===== src/rtl/if_fetch_queue_pkg.sv =====
// Shared definitions for the instruction-fetch queue: fs_to_ds bus layout and entry record.
package if_fetch_queue_pkg;

    localparam int FS_TO_DS_BUS_WD = 103;

    localparam int BUS_PC_LSB     = 0;
    localparam int BUS_INST_LSB   = 32;
    localparam int BUS_BADV_LSB   = 64;
    localparam int BUS_EX_BIT     = 96;
    localparam int BUS_EXCODE_LSB = 97;
    localparam int BUS_REFILL_BIT = 102;

    typedef struct packed {
        logic        tlb_refill;
        logic [4:0]  excode;
        logic        ex;
        logic [31:0] badvaddr;
        logic [31:0] inst;
        logic [31:0] pc;
    } fs_to_ds_bus_t;

    typedef struct packed {
        logic        req;
        logic        filled;
        logic        ex;
        logic        tlb_refill;
        logic [4:0]  excode;
        logic [31:0] badvaddr;
        logic [31:0] inst;
        logic [31:0] pc;
    } fq_entry_t;

endpackage


===== src/rtl/if_fq_cancel_ctr.sv =====
// Tracks live and cancelled inst_sram requests in flight and classifies each data_ok.
module if_fq_cancel_ctr
    import if_fetch_queue_pkg::*;
#(
    parameter int MAX_OUT = 4
) (
    input  logic clk,
    input  logic reset,
    input  logic i_push_req,
    input  logic i_data_ok,
    input  logic i_flush,
    output logic o_accept,
    output logic o_req_allow
);
    localparam int CW = $clog2(MAX_OUT) + 1;

    logic [CW-1:0] r_out_cnt;
    logic [CW-1:0] r_cancel_cnt;
    logic [CW-1:0] w_out_nxt;
    logic [CW-1:0] w_cancel_nxt;
    logic [CW:0]   w_sum;
    logic          w_drop;
    logic          w_accept;

    always_comb begin
        w_sum        = {1'b0, r_out_cnt} + {1'b0, r_cancel_cnt};
        w_drop       = i_data_ok && (r_cancel_cnt != '0);
        w_accept     = i_data_ok && (r_cancel_cnt == '0) && (r_out_cnt != '0);
        o_accept     = w_accept && !i_flush;
        o_req_allow  = (w_sum < (CW+1)'(MAX_OUT)) && !i_flush;
        w_out_nxt    = r_out_cnt + CW'(i_push_req) - CW'(w_accept);
        w_cancel_nxt = r_cancel_cnt - CW'(w_drop);
        if (i_flush) begin
            // every request still in flight becomes cancelled, minus the one answered now
            w_out_nxt    = '0;
            w_cancel_nxt = CW'(w_sum - (CW+1)'(i_data_ok && (w_sum != '0)));
        end
    end

    always_ff @(posedge clk) begin
        if (reset) begin
            r_out_cnt    <= '0;
            r_cancel_cnt <= '0;
        end else begin
            r_out_cnt    <= w_out_nxt;
            r_cancel_cnt <= w_cancel_nxt;
        end
    end

endmodule


===== src/rtl/if_fetch_queue.sv =====
// In-order fetch queue between pre-IF and decode with flush-safe response cancellation.
module if_fetch_queue
    import if_fetch_queue_pkg::*;
#(
    parameter int DEPTH   = 4,
    parameter int MAX_OUT = 4
) (
    input  logic                         clk,
    input  logic                         reset,
    input  logic                         pfs_to_fs_valid,
    input  logic [31:0]                  pfs_to_fs_pc,
    input  logic                         pfs_to_fs_req,
    input  logic                         pfs_to_fs_ex,
    input  logic [4:0]                   pfs_to_fs_excode,
    input  logic [31:0]                  pfs_to_fs_badvaddr,
    input  logic                         pfs_to_fs_tlb_refill,
    output logic                         fs_allowin,
    output logic                         fs_req_allow,
    input  logic                         inst_sram_data_ok,
    input  logic [31:0]                  inst_sram_rdata,
    input  logic                         ds_allowin,
    output logic                         fs_to_ds_valid,
    output logic [FS_TO_DS_BUS_WD-1:0]   fs_to_ds_bus,
    output logic                         fs_inst_waiting,
    output logic [$clog2(DEPTH):0]       fs_count,
    input  logic                         do_flush
);
    localparam int PW = $clog2(DEPTH);
    localparam int CW = PW + 1;

    fq_entry_t       r_q [DEPTH];
    logic [PW-1:0]   r_head;
    logic [PW-1:0]   r_tail;
    logic [CW-1:0]   r_count;

    logic            w_push;
    logic            w_pop;
    logic            w_accept;
    logic            w_found;
    logic            w_fill;
    logic            w_bypass;
    logic            w_nonempty;
    logic            w_head_rdy;
    logic [PW-1:0]   w_fill_idx;
    fq_entry_t       w_new;
    fs_to_ds_bus_t   w_bus;

    if_fq_cancel_ctr #(.MAX_OUT(MAX_OUT)) u_cancel_ctr (
        .clk         (clk),
        .reset       (reset),
        .i_push_req  (w_push && pfs_to_fs_req),
        .i_data_ok   (inst_sram_data_ok),
        .i_flush     (do_flush),
        .o_accept    (w_accept),
        .o_req_allow (fs_req_allow)
    );

    // responses are in order, so the target is the oldest requested-but-unfilled entry
    always_comb begin
        w_found    = 1'b0;
        w_fill_idx = '0;
        for (int unsigned i = 0; i < DEPTH; i++) begin
            logic [PW-1:0] idx;
            idx = r_head + PW'(i);
            if (!w_found && (CW'(i) < r_count) && r_q[idx].req && !r_q[idx].filled) begin
                w_found    = 1'b1;
                w_fill_idx = idx;
            end
        end
    end

    always_comb begin
        w_nonempty      = (r_count != '0);
        w_fill          = w_accept && w_found;
        w_bypass        = w_fill && (w_fill_idx == r_head);
        w_head_rdy      = w_nonempty && (r_q[r_head].ex || r_q[r_head].filled || w_bypass);
        fs_to_ds_valid  = w_head_rdy && !do_flush;
        fs_allowin      = (r_count < CW'(DEPTH)) && !do_flush;
        fs_inst_waiting = w_nonempty && !w_head_rdy;
        fs_count        = r_count;
        w_push          = pfs_to_fs_valid && fs_allowin;
        w_pop           = fs_to_ds_valid && ds_allowin;

        w_new            = '0;
        w_new.req        = pfs_to_fs_req;
        w_new.ex         = pfs_to_fs_ex;
        w_new.tlb_refill = pfs_to_fs_tlb_refill;
        w_new.excode     = pfs_to_fs_excode;
        w_new.badvaddr   = pfs_to_fs_badvaddr;
        w_new.pc         = pfs_to_fs_pc;

        w_bus            = '0;
        if (fs_to_ds_valid) begin
            w_bus.tlb_refill = r_q[r_head].tlb_refill;
            w_bus.excode     = r_q[r_head].excode;
            w_bus.ex         = r_q[r_head].ex;
            w_bus.badvaddr   = r_q[r_head].badvaddr;
            w_bus.inst       = w_bypass ? inst_sram_rdata : r_q[r_head].inst;
            w_bus.pc         = r_q[r_head].pc;
        end
        fs_to_ds_bus = w_bus;
    end

    always_ff @(posedge clk) begin
        if (reset || do_flush) begin
            r_head  <= '0;
            r_tail  <= '0;
            r_count <= '0;
            for (int unsigned i = 0; i < DEPTH; i++) begin
                r_q[i] <= '0;
            end
        end else begin
            if (w_push) begin
                r_q[r_tail] <= w_new;
                r_tail      <= r_tail + 1'b1;
            end
            if (w_fill) begin
                r_q[w_fill_idx].filled <= 1'b1;
                r_q[w_fill_idx].inst   <= inst_sram_rdata;
            end
            if (w_pop) begin
                r_head <= r_head + 1'b1;
            end
            r_count <= r_count + CW'(w_push) - CW'(w_pop);
        end
    end

endmodule

===== config.mk =====
export PLATFORM = sky130hd
export DESIGN_NAME = if_fetch_queue
export DESIGN_NICKNAME = d
export VERILOG_FILES = /design/src/rtl/if_fetch_queue_pkg.sv /design/src/rtl/if_fq_cancel_ctr.sv /design/src/rtl/if_fetch_queue.sv
export SDC_FILE = /design/constraint.sdc
export NUM_CORES = 1
export LEC_CHECK = 0
export BUFFER_PORTS_ARGS = -buffer_cell sky130_fd_sc_hd__buf_2
export CAP_MARGIN = 15
export CORE_ASPECT_RATIO = 2
export CORE_UTILIZATION = 50
export CTS_BUF_LIST = sky130_fd_sc_hd__clkbuf_8 sky130_fd_sc_hd__clkbuf_16
export DETAILED_ROUTE_END_ITERATION = 7
export PLACE_DENSITY = 0.78
export SETUP_SLACK_MARGIN = 0.1
export SLEW_MARGIN = 0
export SYNTH_ARGS = -nofsm -noshare
export SYNTH_HDL_FRONTEND = slang
export SYNTH_SLANG_ARGS = --single-unit

===== constraint.sdc =====
create_clock -name clk -period 5.7 [get_ports clk]
set_clock_uncertainty 0.05 [all_clocks]
set_input_delay 0.57 -clock clk [delete_from_list [all_inputs] [get_ports clk]]
set_output_delay 0.57 -clock clk [all_outputs]
set_load 0.1 [all_outputs]

## Word-level counts from Yosys, hierarchy flattened

Memory sizes are Yosys's and may differ from the RTL's. A register that Yosys moved wholly into a read port is not among the register bits.
Cells that the tools add are included.
W data, S select, Z words.

- Flip-flop bits (word level): 13
- Memory bits (writable): 420
- Output and inout bits: 110
- Memories: 1

Memory list:

| memory | depth | bits a word | rd ports | clocked after Yosys merged registers in | write ports | RTL line | source |
|---|---|---|---|---|---|---|---|
| r_q | 4 | 105 | 4 | 1 | 4 | if_fetch_queue.sv:31 | `fq_entry_t r_q [DEPTH];` |

- $add $sub $neg: 11
- Order comparisons: 6
- Equality and inequality tests: 1
- Mux-type cells: 27
- Reductions and logical operators: 46

Operators with widths:

| kind | number |
|---|---|
| $mux W105 | 2 |
| $reduce_or A105 Y1 | 2 |
| $mux W103 | 1 |
| $mux W32 | 1 |
| $logic_and A1 B1 Y1 | 26 |
| $mux W2 | 9 |
| $mux W1 | 13 |
| $sub A3 B1 Y3 | 4 |
| $logic_not A1 Y1 | 9 |
| $reduce_bool A3 Y1 | 3 |
| $add A3 B1 Y3 | 2 |
| $lt A1 B3 Y1 const A | 2 |
| $lt A2 B3 Y1 const A | 2 |
| $add A2 B1 Y2 const B | 2 |
| $add A2 B2 Y2 const B | 2 |
| $add A3 B3 Y4 | 1 |
| $lt A4 B3 Y1 const B | 1 |
| $reduce_bool A4 Y1 | 1 |
| $logic_not A3 Y1 | 1 |
| $logic_or A1 B1 Y1 | 3 |
| $lt A3 B3 Y1 const B | 1 |
| $mux W3 | 1 |
| $eq A2 B2 Y1 | 1 |
| $reduce_or A2 Y1 | 1 |

## Longest topological paths before layout

Gate-level depths: netlist of the first run.

- Depth in word-level cells: 27
- Mapped depth: 14
- Depth with buffers taken out: 12

## Hierarchy

From an unflattened synthesis of the first run, not the netlist that was laid out.

- Cells, all modules: 1334
- Area total of the unflattened synthesis: 20216.9 um^2

Modules (own cells, without submodules):

| module | instances | cells an instance | area an instance (um^2) | seq. area each (um^2) |
|---|---|---|---|---|
| if_fetch_queue | 1 | 1283 | 19725.2 | 12752.2 |
| if_fq_cancel_ctr | 1 | 51 | 491.7 | 120.1 |

## Worst setup path before layout of the first run

No wires, ideal clock.

- Kind: reg2reg
- Start point: reg r_count[2], in the netlist fs_count[2]
- End point: mem r_q[2][32] (netlist bit) (enable)
- Setup time: 0.466 ns
- Arrival time: 4.996 ns
- Path slack: 0.189 ns
- Stages on the path, launching flop included: 10
- Cell sequence: dfxtp_1 inv_1 ha_1 clkbuf_1 inv_1 nand4_1 a2111oi_0 or3_4 nand3_1 o21ai_0

RTL lines:

| what | RTL line | source |
|---|---|---|
| start: declaration | if_fetch_queue.sv:34 | `logic [CW-1:0] r_count;` |
| start signal: assignment | if_fetch_queue.sv:124 | `r_count <= r_count + CW'(w_push) - CW'(w_pop);` |
| end: declaration | if_fetch_queue.sv:31 |  |

==> results of run 1 <==
[how the worst min path moves through the flow]
stage | endpoint | depth (start not counted)
2_1_floorplan | r_q[3][103]$_DFF_P_ | 2
3_3_place_gp | r_q[3][103]$_DFF_P_ | 2
3_5_place_dp | r_q[3][103]$_DFF_P_ | 2
4_1_cts | r_q[0][93]$_DFFE_PP_ | 2
5_1_grt | r_q[0][100]$_DFFE_PP_ | 2
6_report | r_q[0][30]$_DFFE_PP_ | 2
[Yosys cell counts, drive strengths merged]
library cell  number  area share
ha                12      0.0075
a211oi             7      0.0029
fa                 3      0.0030
a21o               3      0.0011
clkbuf            75       0.014
or3                3      0.0012
a221o              1     0.00050
nor2             265       0.061
o21ai              7      0.0017
o21a               2     0.00075
nand3              5      0.0012
dfxtp             19       0.019
nand4              1     0.00031
nand3b             2     0.00075
a211o              1     0.00087
xor2               5      0.0022
nand2            177       0.033
or2                5      0.0016
inv               91       0.017
a31oi              1     0.00031
a221oi             1     0.00044
o311ai             1     0.00044
nand2b             7      0.0026
a21oi             37      0.0092
o2bb2ai            1     0.00044
o32ai              1     0.00044
nor2b              8      0.0025
o41a               1     0.00056
buf               20      0.0062
and2             148       0.046
a311oi             1     0.00044
or3b               2     0.00087
o22ai              1     0.00031
o211ai             1     0.00038
o21bai             1     0.00038
mux4             108        0.12
edfxtp           416        0.62
xnor2              6      0.0026
nor3              37      0.0092
a2111oi            2      0.0012
[through the flow]
| stage | worst slack [ps] | total power [mW] | cell area, um2 | utilization | hold WS (ps) |
|---|---|---|---|---|---|
| 2_1_floorplan | 188.7 | 3.994 | 20020 | - | 405.8 |
| 3_3_place_gp | 1331 | 4.134 | 21720 | 0.5507 | 441.5 |
| 3_5_place_dp | 1233 | 4.154 | 21720 | 0.5507 | 451.2 |
| 4_1_cts | 642.1 | 6.643 | 22920 | 0.5812 | 244.6 |
| 5_1_grt | 701.4 | 6.791 | 23000 | 0.5833 | 261.3 |
| 6_report | 1016 | 6.605 | 23000 | 0.5833 | 270.7 |
[critical path, cell delays in order (launching register included)]
cell and delay [ps]:
dfxtp_4 350, buf_4 590, buf_4 790, buf_4 670, mux4_2 630, and2_1 180, buf_2 290
[power groups by stage]
stage | Sequential, mW | Clock, mW | Combinational, mW
after global routing | 3.71 | 2.67 | 0.413
final | 3.70 | 2.52 | 0.383
after floorplan | 3.76 | 0 | 0.236
after detailed placement | 3.77 | 0 | 0.382
after global placement | 3.76 | 0 | 0.374
after CTS | 3.70 | 2.56 | 0.384
[state kept, by name, summed over array words and instances (netlist names), named ones only]
signal / cells
r_tail: 2
r_head: 2
u_cancel_ctr.r_out_cnt: 3
u_cancel_ctr.r_cancel_cnt: 3
fs_count: 3
r_q: 420
[area by class of cell]
class / instances / area [um2] / area share
sequential: 435 / 12880 / 0.5599
multi-input combinational: 864 / 6529 / 0.2838
timing repair buffer: 250 / 1381 / 0.06005
clock buffer: 40 / 989.7 / 0.04302
tap: 525 / 656.9 / 0.02856
inverter: 91 / 345.3 / 0.01501
clock inverter: 29 / 214.0 / 0.009301
antenna: 3 / 7.507 / 0.0003264
[cell families after synthesis]
kind of cell	after synthesis
adder cells (fa/ha/maj)	15
AND/OR/NAND/NOR	660
XOR/XNOR	11
buffers and inverters	186
flip-flops	435
multiplexers	108
AO/OA/AOI/OAI	70
[metal layers]
metal	global-route usage	vias to the layer above	routed length, um
met1	0.2506	6198	16180
met2	0.4551	467	26800
met4	0.09734	10	1378
met3	0.03929	93	2869
li1	-	5641	-
met5	0	-	65
==> flow_summary_export.csv, run 1 <==
group,metric,value,unit
cts,cts_resized,0,
sta,fmax,0.2135,GHz
global_routing,antenna_found_initial,8,
worst_setup_path,critical_path.max_fanout,39,
synthesis,synth-adder-area-share,0.01050,
worst_setup_path,required,5080,ps
power_and_ir_drop,p_switching,1.415,mW
outcome,outcome,"finished clean",
synthesis,yosysWarnings,0,
synthesis,synth_cell_type_count,50,
drt,wirelength,47.29,mm
layout,layout_commonest_cell,"edfxtp_1",
cts,htree_levels,2,
synthesis,synth_top_family_by_area,"simple AND/OR/NAND/NOR gates",
cts,cts_tree,"done",
layout,syn_to_final_growth,14.88,%
die,start_util,0.5077,
synthesis,synth_area,20020,um2
die,ios,220,
sta,tightest_slew,1121,ps
drt,wl_per_cell,21.14,um
cts,clk_pin_slew_worst_paths,70,ps
sta,min_period,4684,ps
drt,antenna_left,0,
job,max_cap_violations,0,
layout,final_cell_mix,"edfxtp_1 (416), nor2_1 (234), buf_2 (219)",
cts,cts_buffers,38,
worst_setup_path,crit_type,"reg2out",
die,die_x,143.5,um
power_and_ir_drop,swShare,0.2142,
synthesis,synth.area.mux_share,0.1215,
sta,rsz0062_at_grt,"false",
worst_setup_path,crit_path_end_kind,"output port",
global_routing,grt_max_degree,73,
drt,vias,12410,
drt,first_iter_violations,740,
global_routing,grt_pass1_vias,13340,
cts,cts_root_buffer,"clkbuf_16",
sta,setup_viol,0,
cts,worstSkewPairLatency,540,ps
place,portBuffers,219,
worst_setup_path,rr_worst_depth,8,
worst_setup_path,endpoint,"fs_to_ds_bus[100]",
global_routing,grt_first_pass_wirelength,72.09,mm
sta,final_hold_viol_count,0,
synthesis,ys_seq_area_frac,0.6429,
drt,viasPerCell,5.547,
die,die_area,40900,um2
layout,final_nets,1805,
place,dp.cells,2162,
layout,stdcell_count,2237,
sta,period_share,0.8218,
power_and_ir_drop,ir_drop,0.0003111,V
cts,clk_path_buf_depth,3,
sta,fin_tns_setup,0,ps
worst_setup_path,reg2reg_to,"r_q[1][46]$_DFFE_PP_",
cts,post_cts_buffers,0,
synthesis,synthSimpleGateAreaFrac,0.1606,
drt,drc,0,
synthesis,ys_seq_elements,435,
die,chipHeight,285.0,um
cts,postCtsHoldBufs,0,
synthesis,syn_nets,1610,
synthesis,yosys.area_share.xor_xnor,0.004812,
global_routing,grt_overflow,0,
worst_hold_path,min_from,"pfs_to_fs_pc[30]",
die,num_rows,103,
global_routing,track_usage,0.2376,
power_and_ir_drop,clkPwrFrac,0.382,
worst_setup_path,worstPathArrival,4060,ps
synthesis,syn_inst,1485,
layout,nFillCells,3103,
power_and_ir_drop,intPower,5.190,mW
worst_setup_path,rrSetupSlack,1520,ps
die,core,39440,um2
place,gp_congestion,0.8270,
sta,max_slew_margin,0.2524,
power_and_ir_drop,p_per_area,287.1,nW/um2
synthesis,syn_area_per_cell,13.48,um2
place,dp_hpwl,29.87,mm
synthesis,synth-compound-area-share,0.02243,
drt,firstDrtPassIters,5,
worst_hold_path,hp-class,"in2reg",
worst_setup_path,worstSetupStartpointType,"flip-flop",
layout,drive_gt1_frac,0.2733,
power_and_ir_drop,seq_power_share,0.560,
power_and_ir_drop,leakagePower,9.121,nW
power_and_ir_drop,p_comb_frac,0.058,
cts,cts.sinks,435,
sta,maxSlewViolCount,0,
No activity file was read; power rests on OpenSTA's default activity.
==> run 2, diff against run 1 <==
clock period = 4.5 ns   (was 5.7 ns; I/O delays follow)
==> run 2 against run 1 <==
Compared with the run above: highest routed layer unchanged; critical path depth up 2; core utilization rose by 3.0 points; sequential share of layout area shrank 2.8 points; die area stayed put; cell count did not move; sequential cell count is the same; via count rose by 0.45%; largest power group unchanged.
==> flow_summary_export.csv, run 2 (synthesis results as in run 1) <==
group,metric,value,unit
outcome,outcome,"finished clean",
place,gp_congestion,0.8759,
sta,min_period,4108,ps
layout,regArea,12880,um2
die,chipHeight,285.0,um
cts,clk_pin_slew_worst_paths,70,ps
cts,htree_levels,2,
cts,clk_path_buf_depth,3,
die,start_util,0.5077,
worst_setup_path,cp_common_cell,"buf_4",
worst_setup_path,worstSetupStartpointType,"flip-flop",
layout,postLayoutCoreUtil,0.6135,
power_and_ir_drop,p_total,8.467,mW
sta,tightest_slew,1078,ps
worst_setup_path,worstPathArrival,3610,ps
drt,firstDrtPassIters,4,
worst_hold_path,hold_depth,2,
drt,antenna_left,0,
sta,fin_tns_setup,0,ps
worst_hold_path,min_from,"pfs_to_fs_badvaddr[10]",
worst_setup_path,crit_type,"reg2out",
sta,max_slew_margin,0.2814,
layout,final_cell_mix,"edfxtp_1 (416), nor2_1 (233), nand2_1 (176)",
global_routing,grt_overflow,0,
cts,cts_resized,0,
worst_hold_path,hp-class,"in2reg",
worst_hold_path,worstHoldEndpoint,"r_q[0][74]$_DFFE_PP_",
worst_setup_path,critical_path.max_fanout,73,
layout,syn_to_final_growth,20.82,%
layout,regMostFlops,"r_q",
layout,multi_input_area,6531,um2
global_routing,antenna_found_initial,8,
worst_setup_path,cpMaxStageDelayCell,"buf_4",
sta,final_hold_viol_count,0,
sta,fmax,0.2434,GHz
worst_setup_path,critPathMaxStageDelay,820,ps
cts,postCtsHoldBufs,0,
place,portBuffers,219,
worst_setup_path,required,4000,ps
worst_setup_path,rrSetupSlack,780,ps
cts,cts_root_buffer,"clkbuf_16",
sta,rsz0062_at_grt,"false",
sta,period_share,0.9130,
cts,cts_tree,"done",
place,dp_hpwl,29.48,mm
drt,wl_per_cell,21.29,um
cts,cts_buffers,37,
job,max_cap_violations,0,
place,dp_slack,783.8,ps
layout,final_area,24190,um2
drt,viasPerCell,5.572,
layout,drive_gt1_frac,0.2758,
sta,maxSlewViolCount,0,
drt,wirelength,47.62,mm
die,die_area,40900,um2
layout,nFillCells,2938,
place,placed_area,22910,um2
power_and_ir_drop,ir_drop,0.0003460,V
worst_setup_path,crit_path_end_kind,"output port",
power_and_ir_drop,p_per_area,350.0,nW/um2
worst_setup_path,reg2reg_to,"r_q[0][41]$_DFFE_PP_",
global_routing,grt_max_degree,93,
die,die_x,143.5,um
sta,fin_ws,391.6,ps
die,core,39440,um2
worst_setup_path,rr_worst_depth,7,
die,num_rows,103,
cts,worstSkewPairLatency,540,ps
cts,cts.sinks,435,
drt,first_iter_violations,889,
drt,drc,0,
sta,setup_viol,0,
layout,layout_commonest_cell,"edfxtp_1",
global_routing,track_usage,0.2399,
drt,vias,12470,
cts,post_cts_buffers,0,
power_and_ir_drop,leakagePower,9.314,nW
worst_setup_path,cp_cell_sequence,"buf_4 > mux4_2 > or3_1 > nand2_1 > inv_2 > buf_4 > and2_1 > buf_12",
layout,largest_reg_flops,420,
layout,final_nets,1806,
global_routing,grt_pass1_vias,13390,
global_routing,grt_first_pass_wirelength,72.78,mm
die,ios,220,
[run 2: cell types whose count changed in the layout (fill, tap and decap cells not counted), sizes merged]
cell	delta
bufinv	+2
clkinvlp	+2
clkinv	-4
inv	-1
diode	+1
[run 2: final cells by class]
| class | count | area share |
|---|---|---|
| flip-flops and latches | 435 | 0.5324 |
| clock buffers | 38 | 0.03884 |
| repair buffers | 252 | 0.1048 |
| clock inverters | 28 | 0.01205 |
| well taps | 525 | 0.02715 |
| diodes | 4 | 0.0004138 |
| multi-input cells | 864 | 0.2700 |
| inverters | 91 | 0.01438 |
[run 2: metal layers]
metal / routed length [um] / share of wire / track usage / up-vias
met3: 2767 / 0.058 / 0.03644 / 91
met5: 63 / 0.0013 / 0 / -
li1: - / - / - / 5645
met1: 16460 / 0.35 / 0.2620 / 6264
met2: 26870 / 0.56 / 0.4575 / 455
met4: 1464 / 0.031 / 0.08723 / 10
[run 2: worst max path at each step]
stage	endpoint	slack (ps)	cells past startpoint
2_1_floorplan	fs_to_ds_bus[34]	-140	8
3_3_place_gp	fs_to_ds_bus[3]	850	8
3_5_place_dp	fs_to_ds_bus[79]	780	8
4_1_cts	fs_to_ds_bus[79]	170	8
5_1_grt	fs_to_ds_bus[79]	230	8
6_report	fs_to_ds_bus[79]	390	8
[run 2: critical path, delay by kind of cell, from the launching register on]
kind,cells,cell delay (ps)
AND/OR/NAND/NOR,3,810
multiplexers,1,440
flip-flops,1,370
buffers and inverters,4,1370
[run 2: metrics by stage]
step	hold WS, ps	instances
2_1_floorplan	405.8	1485
3_3_place_gp	446.1	2165
3_5_place_dp	468.0	2165
4_1_cts	123.7	2231
5_1_grt	127.0	2235
6_report	150.7	2237
[run 2: report_power, final]
part / internal (mW) / switching [mW] / total [mW]
Combinational: 0.185 / 0.318 / 0.502
Clock: 1.82 / 1.45 / 3.28
Sequential: 4.62 / 0.0606 / 4.69
Total: 6.63 / 1.83 / 8.47
==> run 3, diff against run 2 <==
CELL_PAD_IN_SITES_DETAIL_PLACEMENT = 0   (was not set)
CELL_PAD_IN_SITES_GLOBAL_PLACEMENT = 2   (was not set)
CORE_UTILIZATION = 41   (was 50)
PLACE_DENSITY = 0.88   (was 0.78)
==> run 3 against run 2 <==
Compared with the run above: count of clock-buffer cells in the layout grew 3; largest power group unchanged; critical endpoint is now fs_to_ds_bus[86]; setup slack lost 34 ps; global-route usage shrank 3.1 points.
==> flow_summary_export.csv, run 3 (synthesis results as in run 1) <==
group,metric,value,unit
layout,antennaDiodeCount,0,
die,core,48210,um2
power_and_ir_drop,p_comb_frac,0.059,
die,start_util,0.4153,
layout,regMostFlops,"r_q",
place,dp.cells,2277,
job,max_cap_violations,0,
worst_hold_path,hp-class,"in2reg",
drt,wl_per_cell,21.30,um
worst_setup_path,path_delay_family,"buffers and inverters",
drt,firstDrtPassIters,5,
layout,final_nets,1805,
place,dp_hpwl,30.55,mm
worst_hold_path,min_from,"pfs_to_fs_badvaddr[8]",
sta,fin_ws,358.0,ps
power_and_ir_drop,leakagePower,9.381,nW
drt,first_iter_violations,569,
drt,antenna_left,0,
layout,largest_reg_flops,420,
power_and_ir_drop,p_per_area,345.2,nW/um2
sta,setup_viol,0,
cts,clk_path_buf_depth,3,
place,dp_slack,835.7,ps
sta,rsz0062_at_grt,"false",
layout,layout_commonest_cell,"edfxtp_1",
sta,max_slew_margin,0.2631,
global_routing,grt_first_pass_wirelength,76.62,mm
sta,period_share,0.9204,
global_routing,antenna_found_initial,3,
worst_setup_path,worstSetupStartpointType,"flip-flop",
sta,maxSlewViolCount,0,
outcome,outcome,"finished clean",
cts,postCtsHoldBufs,0,
cts,post_cts_buffers,0,
layout,multi_input_area,6509,um2
sta,min_period,4142,ps
layout,drive_gt1_frac,0.2762,
cts,cts.sinks,435,
layout,stdcell_count,2347,
layout,regArea,12880,um2
worst_setup_path,critical_path.max_fanout,60,
drt,viasPerCell,5.236,
cts,cts_buffers,39,
power_and_ir_drop,p_switching,1.859,mW
cts,cts_resized,0,
power_and_ir_drop,seq_power_share,0.549,
drt,wirelength,50.00,mm
worst_setup_path,required,4000,ps
worst_setup_path,cp_cell_sequence,"mux4_2 > a2111oi_4 > or3_1 > nand2_1 > inv_2 > buf_4 > and2_1 > buf_12",
sta,final_hold_viol_count,0,
die,die_area,49780,um2
cts,htree_levels,2,
cts,cts_tree,"done",
layout,postLayoutCoreUtil,0.5123,
worst_setup_path,worstReg2RegStart,"r_head[1]$_SDFFE_PP0P_",
worst_setup_path,worstPathArrival,3640,ps
cts,worstSkewPairLatency,530,ps
power_and_ir_drop,ir_drop,0.0005535,V
global_routing,grt_pass1_vias,13400,
die,num_rows,114,
global_routing,track_usage,0.2084,
worst_setup_path,critPathMaxStageDelay,630,ps
die,ios,220,
layout,final_cell_mix,"edfxtp_1 (416), nor2_1 (233), nand2_1 (176)",
layout,nFillCells,4203,
drt,drc,0,
global_routing,grt_max_degree,73,
sta,tightest_slew,1105,ps
worst_setup_path,cpMaxStageDelayCell,"mux4_2",
die,chipHeight,314.5,um
global_routing,grt_overflow,0,
worst_setup_path,critPathBufInv,3,
sta,fmax,0.2414,GHz
place,gp_congestion,0.8240,
sta,fin_tns_setup,0,ps
place,portBuffers,219,
power_and_ir_drop,swShare,0.2181,
sta,whs,147.3,ps
power_and_ir_drop,clkPwrFrac,0.392,
die,die_x,158.3,um
worst_setup_path,crit_type,"reg2out",
layout,syn_to_final_growth,23.35,%
cts,cts_root_buffer,"clkbuf_16",
worst_setup_path,crit_path_end_kind,"output port",
cts,clk_pin_slew_worst_paths,70,ps
power_and_ir_drop,intPower,6.667,mW
drt,vias,12290,
==> run 3: path summary, 6_finish.rpt <==
check	endpoint	slack (ps)	cells past startpoint
worst min register to register	r_q[0][103]$_DFF_P_	480	2
worst max-delay path	fs_to_ds_bus[86]	360	8
worst max register to register	r_q[0][63]$_DFFE_PP_	880	7
worst min-delay path	r_q[0][72]$_DFFE_PP_	150	2
==> run 3: power groups by stage <==
stage / clock [mW] / sequential (mW) / combinational (mW)
global route: 3.55 / 4.70 / 0.542
floorplan: 0 / 4.76 / 0.300
detailed placement: 0 / 4.78 / 0.510
finish: 3.34 / 4.68 / 0.500
global placement: 0 / 4.76 / 0.507
CTS: 3.43 / 4.69 / 0.513
==> run 3: cell type report <==
type                    instances  share of cell area
clock buffers                  41             0.04063
flip-flops and latches        435              0.5215
well taps                     638             0.03232
inverters                      91             0.01408
repair buffers                249              0.1176
multi-input cells             864              0.2635
clock inverters                29             0.01028
==> run 3: stage by stage <==
step / power (mW) / area, um2
final: 8.526 / 24700
after global routing: 8.792 / 24700
after CTS: 8.630 / 24700
after detailed placement: 5.287 / 23440
after global placement: 5.267 / 23440
after floorplan: 5.057 / 20040
==> run 3: metal layers <==
| layer | vias to the layer above | share of wire | GRT usage |
|---|---|---|---|
| met3 | 80 | 0.048 | 0.02905 |
| met5 | - | 0.00080 | 0 |
| met1 | 6202 | 0.36 | 0.2243 |
| met2 | 374 | 0.57 | 0.4066 |
| li1 | 5626 | - | - |
| met4 | 6 | 0.027 | 0.06665 |
